<file path="config.mk">
export PLATFORM = sky130hd
export DESIGN_NAME = i2s_frame_driver
export DESIGN_NICKNAME = d
export VERILOG_FILES = /design/src/rtl/audio_pkg.sv /design/src/rtl/i2s_timing.sv /design/src/rtl/i2s_frame_driver.sv
export SDC_FILE = /design/constraint.sdc
export NUM_CORES = 1
export LEC_CHECK = 0
export CORE_UTILIZATION = 50
export DETAILED_ROUTE_END_ITERATION = 12
export PLACE_DENSITY = 0.74
export SLEW_MARGIN = 20
export SYNTH_ARGS = -nofsm -noshare
export SYNTH_HDL_FRONTEND = slang
export SYNTH_SLANG_ARGS = --single-unit
export TNS_END_PERCENT = 20
</file>
<file path="constraint.sdc">
create_clock -name clk -period 2.45 [get_ports clk]
set_input_delay 0.49 -clock clk [delete_from_list [all_inputs] [get_ports clk]]
set_output_delay 0.49 -clock clk [all_outputs]
set_load 0.02 [all_outputs]
</file>
<file path="src/rtl/audio_pkg.sv">
// Shared audio-path types and frame geometry for the I2S output stage.
// A frame is two 32-bit slots (left, right) and is addressed by a 6-bit bit counter.
package audio_pkg;

    localparam int SAMPLE_W   = 24;
    localparam int SLOT_BITS  = 32;
    localparam int FRAME_BITS = 64;
    localparam int CNT_W      = $clog2(FRAME_BITS);

    typedef logic signed [SAMPLE_W-1:0] sample_t;

    typedef enum logic {
        IDLE = 1'b0,
        WAIT = 1'b1
    } drv_state_t;

endpackage

</file>
<file path="src/rtl/i2s_timing.sv">
// I2S bit-clock generator: divides clk into bclk, counts bits within the frame and
// drives lrclk, exposing the bclk falling-edge strobe and the frame boundary strobe.
module i2s_timing
    import audio_pkg::*;
#(
    parameter int BCLK_HALF = 8
) (
    input  logic             clk,
    input  logic             rst_n,
    output logic             bclk,
    output logic             lrclk,
    output logic             fall,
    output logic             frame_boundary,
    output logic [CNT_W-1:0] bit_cnt
);

    localparam int                DIV_W    = (BCLK_HALF > 1) ? $clog2(BCLK_HALF) : 1;
    localparam logic [DIV_W-1:0]  DIV_LAST = DIV_W'(BCLK_HALF - 1);

    logic [DIV_W-1:0] div_q, div_d;
    logic             bclk_q, bclk_d;
    logic             lrclk_q, lrclk_d;
    logic [CNT_W-1:0] bit_cnt_q, bit_cnt_d;
    logic             wrap;

    // bit_cnt and lrclk advance together on the falling bclk edge, so the new word
    // select and the new data bit leave the block in the same cycle.
    always_comb begin
        wrap           = (div_q == DIV_LAST);
        div_d          = wrap ? '0 : div_q + 1'b1;
        bclk_d         = wrap ? ~bclk_q : bclk_q;
        fall           = wrap && bclk_q;
        bit_cnt_d      = fall ? bit_cnt_q + 1'b1 : bit_cnt_q;
        lrclk_d        = fall ? bit_cnt_d[CNT_W-1] : lrclk_q;
        frame_boundary = fall && (bit_cnt_q == '1);
    end

    always_ff @(posedge clk or negedge rst_n) begin
        if (!rst_n) begin
            div_q     <= '0;
            bclk_q    <= 1'b1;
            lrclk_q   <= 1'b1;
            bit_cnt_q <= '1;
        end else begin
            div_q     <= div_d;
            bclk_q    <= bclk_d;
            lrclk_q   <= lrclk_d;
            bit_cnt_q <= bit_cnt_d;
        end
    end

    assign bclk    = bclk_q;
    assign lrclk   = lrclk_q;
    assign bit_cnt = bit_cnt_q;

endmodule

</file>
<file path="src/rtl/i2s_frame_driver.sv">
// Frame-rate master for the synth chain: requests one sample per frame, captures it,
// and sends it as 24-bit I2S on both slots, resending the last sample on a missed deadline.
module i2s_frame_driver #(
    parameter int BCLK_HALF = 8,
    parameter int SAMPLE_W  = 24
) (
    input  logic                clk,
    input  logic                rst_n,
    output logic                start,
    input  logic                finish,
    input  logic [SAMPLE_W-1:0] wave_in,
    output logic                i2s_bclk,
    output logic                i2s_lrclk,
    output logic                i2s_sdata,
    output logic                underrun
);

    import audio_pkg::*;

    logic             fall;
    logic             frame_boundary;
    logic [CNT_W-1:0] bit_cnt;

    drv_state_t          state_q, state_d;
    logic [SAMPLE_W-1:0] pending_q, pending_d;
    logic                pending_valid_q, pending_valid_d;
    logic [SAMPLE_W-1:0] tx_sample_q, tx_sample_d;
    logic                sdata_q, sdata_d;
    logic                start_q, start_d;
    logic                underrun_q, underrun_d;
    logic                first_q, first_d;

    logic [SLOT_BITS-1:0]  slot_word;
    logic [FRAME_BITS-1:0] frame_word;
    logic [CNT_W-1:0]      next_cnt;
    logic                  capture;

    i2s_timing #(
        .BCLK_HALF(BCLK_HALF)
    ) u_timing (
        .clk            (clk),
        .rst_n          (rst_n),
        .bclk           (i2s_bclk),
        .lrclk          (i2s_lrclk),
        .fall           (fall),
        .frame_boundary (frame_boundary),
        .bit_cnt        (bit_cnt)
    );

    // Slot layout: bit 0 is the one-bclk I2S delay, then the sample MSB first, then zero
    // padding. Indexing the doubled slot with ~next_cnt yields frame bit next_cnt directly.
    always_comb begin
        slot_word                        = '0;
        slot_word[SLOT_BITS-2 -: SAMPLE_W] = tx_sample_q;
        frame_word                       = {slot_word, slot_word};
        next_cnt                         = bit_cnt + 1'b1;
    end

    always_comb begin
        state_d         = state_q;
        pending_d       = pending_q;
        pending_valid_d = pending_valid_q;
        tx_sample_d     = tx_sample_q;
        sdata_d         = sdata_q;
        start_d         = 1'b0;
        underrun_d      = 1'b0;
        first_d         = first_q;
        capture         = (state_q == WAIT) && finish;

        if (fall) begin
            sdata_d = frame_word[~next_cnt];
        end

        if (frame_boundary) begin
            first_d = 1'b0;
            if (pending_valid_q) begin
                tx_sample_d     = pending_q;
                pending_valid_d = 1'b0;
            end else if (!first_q) begin
                underrun_d = 1'b1;
            end
            if (state_q == WAIT) begin
                underrun_d = 1'b1;
            end else begin
                start_d = 1'b1;
                state_d = WAIT;
            end
        end

        // A capture landing on a boundary still wins; its sample waits one more frame.
        if (capture) begin
            pending_d       = wave_in;
            pending_valid_d = 1'b1;
            state_d         = IDLE;
        end
    end

    always_ff @(posedge clk or negedge rst_n) begin
        if (!rst_n) begin
            state_q         <= IDLE;
            pending_q       <= '0;
            pending_valid_q <= 1'b0;
            tx_sample_q     <= '0;
            sdata_q         <= 1'b0;
            start_q         <= 1'b0;
            underrun_q      <= 1'b0;
            first_q         <= 1'b1;
        end else begin
            state_q         <= state_d;
            pending_q       <= pending_d;
            pending_valid_q <= pending_valid_d;
            tx_sample_q     <= tx_sample_d;
            sdata_q         <= sdata_d;
            start_q         <= start_d;
            underrun_q      <= underrun_d;
            first_q         <= first_d;
        end
    end

    assign start     = start_q;
    assign underrun  = underrun_q;
    assign i2s_sdata = sdata_q;

endmodule

</file>
==> flow_metrics.py <==
metrics = {
    "final_layout": {
        "final_core_util": 0.642,
        "area_growth_pct": 20.3,
        "diodes": 0,
        "drive_above_1_share": 0.356,
        "nets": 250,
    },
    "pwr": {
        "p_per_area_nw_per_um2": 611,
        "peakVddDrop_v": 0.000375,
        "p_leak_nw": 1.62,
    },
    "drt": {
        "firstDrtPassIters": 4,
        "drt-met1-wl_mm": 2.02,
        "wl_per_cell_um": 16.4,
        "vias_per_cell": 5.37,
        "vias": 1583,
        "dr.first_iter.drc_count": 47,
        "ant_nets": 0,
        "drcViolationCount": 0,
        "drt_wl_total_mm": 4.83,
        "top_layer": "met4",
        "dr_wl_met3_um": 159,
        "wl_met2_mm": 2.53,
    },
    "cts": {
        "clkSinkCount": 65,
        "cts_tree": "yes",
        "cts.reportedPaths.clkPinSlew_ps": 70,
        "cts_buffer_depth": 2,
        "numCtsBuffers": 9,
        "cts_max_level": 3,
        "clk_latency_ps": 340,
        "cts_root_buf": "clkbuf_8",
        "cts_hold_buf": 0,
    },
    "floorplanning": {
        "num_rows": 26,
        "core_area_um2": 5240,
        "die-height_um": 76.8,
        "initial_utilization": 0.533,
        "die_w_um": 76.8,
        "io_pins": 32,
        "die_area_um2": 5890,
    },
    "synthesis": {
        "synth_warnings": 0,
        "synthDistinctLibCells": 30,
        "syn_inst": 182,
        "syn-num-nets": 212,
        "synth_edf_count": 0,
        "yosysSeqAreaShare": 0.586,
        "async_flop_share": 1.00,
        "ys_seq_elements": 65,
        "synth_area_per_cell_um2": 15.4,
        "syn_area_um2": 2790,
        "synth-main-ff-cell": "dfrtp_1",
    },
    "sta": {
        "worst_slew_pin_slew_ps": 632,
        "final_max_slew_viol_count": 0,
        "finalSetupViolCount": 0,
        "grt_setup_unrepaired": "no",
        "finalSetupTns_ps": 0,
        "fin_crit_ps": 2290,
        "clock_skew_ps": 5.44,
        "fin_crit_sh": 0.935,
        "maxSlewHeadroom": 0.579,
        "max_freq_mhz": 437,
        "timing.final.hold_violations": 0,
    },
    "worst_setup_path": {
        "crit_family": "flip-flops",
        "cp_cell_sequence": "ha_1 > xor2_4 > mux4_2 > mux2i_1 > nor3_1 > o32a_1",
        "crit_start": "u_timing.bit_cnt[1]",
        "cp.required_ps": 2680,
        "crit_path_end_kind": "flip-flop",
        "critPathSlowestCell": "dfstp_2",
        "timing.rr.start": "u_timing.bit_cnt[1]",
        "slowest_delay_ps": 570,
        "crit_type": "flip-flop to flip-flop",
        "critPathBufInv": 0,
        "cp_data_arrival_time_ps": 2520,
        "worstPathMaxFanout": 7,
        "critPathLaunchType": "flip-flop",
    },
    "placement": {
        "gp_congestion": 0.832,
        "hpwl_mm": 3.38,
        "portBuffers": 31,
    },
    "min_path": {
        "hp-class": "input pin to async pin",
    },
    "grt": {
        "grt_antenna_before_repair": 0,
        "grt_usage": 0.194,
        "grt_pass1_wl_mm": 8.38,
        "grt_pass1_vias": 1748,
        "grt_overflow": 0,
        "grt_max_degree": 39,
    },
    "flow_run": {
        "drv_cap": 0,
    },
    "outcome": {
        "status": "finished clean",
    },
}
-- where the power goes --
group          switching [W]  internal (W)  leakage (nW)
Clock               0.000384      0.000418        0.0932
Combinational      0.0000368     0.0000721         0.700
Sequential         0.0000250       0.00112         0.828
Total               0.000445       0.00161          1.62
-- area by class of cell --
class	instances	area [um2]
clock buffers	13	159
repair buffers	34	340
multi-input cells	109	1120
inverters	1	3.75
fillers	377	1880
flip-flops and latches	65	1640
clock inverters	3	15.0
well taps	70	87.6
-- sequential cells by signal (all words and copies together), names as in the netlist, 3 cells and up --
name,flops
tx_sample_q,24
u_timing.div_q,3
u_timing.bit_cnt,6
pending_q,24
-- cell families after synthesis --
| logic type | after synthesis | synth area share |
|---|---|---|
| AOI/OAI and AO/OA | 5 | 0.0116 |
| DFF | 65 | 0.586 |
| buffers and inverters | 8 | 0.0175 |
| xor gates and xnor gates | 10 | 0.0340 |
| muxes | 57 | 0.275 |
| and+or+nand+nor | 34 | 0.0618 |
| adders and majority gates | 3 | 0.0134 |
-- what timing repair did --
item | in CTS | in global routing
endpoints found under the setup margin | 0 | 1
setup buffers | 0 | 0
resized for setup | 0 | 1
-- through the flow --
step	cells	hold WS, ps	setup slack (ps)	power, W	cell area [um2]
2_1_floorplan	182	194	386	0.00120	2790
3_3_place_gp	279	413	261	0.00127	3180
3_5_place_dp	279	424	142	0.00128	3180
4_1_cts	295	172	130	0.00208	3350
5_1_grt	295	195	69.3	0.00214	3360
6_report	295	164	160	0.00206	3360
-- metal layers --
| layer | GRT usage | vias to the layer above |
|---|---|---|
| met3 | 0.0667 | 15 |
| li1 | - | 721 |
| met4 | 0.113 | 0 |
| met5 | 0 | - |
| met1 | 0.221 | 818 |
| met2 | 0.314 | 29 |
-- placed cells by master, fill, tap and decap left out, types with 5 or more instances in the layout --
| cell type | count |
|---|---|
| dfrtp_1 | 56 |
| clkdlybuf4s50_1 | 30 |
| mux2_2 | 24 |
| mux2_4 | 20 |
| nand2_1 | 11 |
| clkbuf_8 | 11 |
| dfstp_2 | 9 |
| nor2_1 | 8 |
| xor2_1 | 6 |
| mux4_2 | 5 |
| mux2_1 | 5 |
-- synth_stat cells, types with 4 or more instances --
cell,count,share of area
nand2_1,11,0.015
dfstp_2,9,0.085
mux2_1,5,0.020
mux2_4,20,0.11
mux2_2,24,0.097
nand3_1,4,0.0072
xor2_1,6,0.019
dfrtp_1,56,0.50
mux4_2,5,0.040
nor2_1,8,0.011
-- worst paths after layout --
path	cells past startpoint	to	slack [ps]
setup / recovery	6	i2s_sdata	160
min in group clk	1	u_timing.div_q[0]	440
hold / removal	1	pending_q[21]	160
hold reg to reg	1	u_timing.div_q[0]	440
max in group asynchronous	2	pending_q[5]	1670
setup reg to reg	6	i2s_sdata	160
Power figures use the tool's default switching activity.
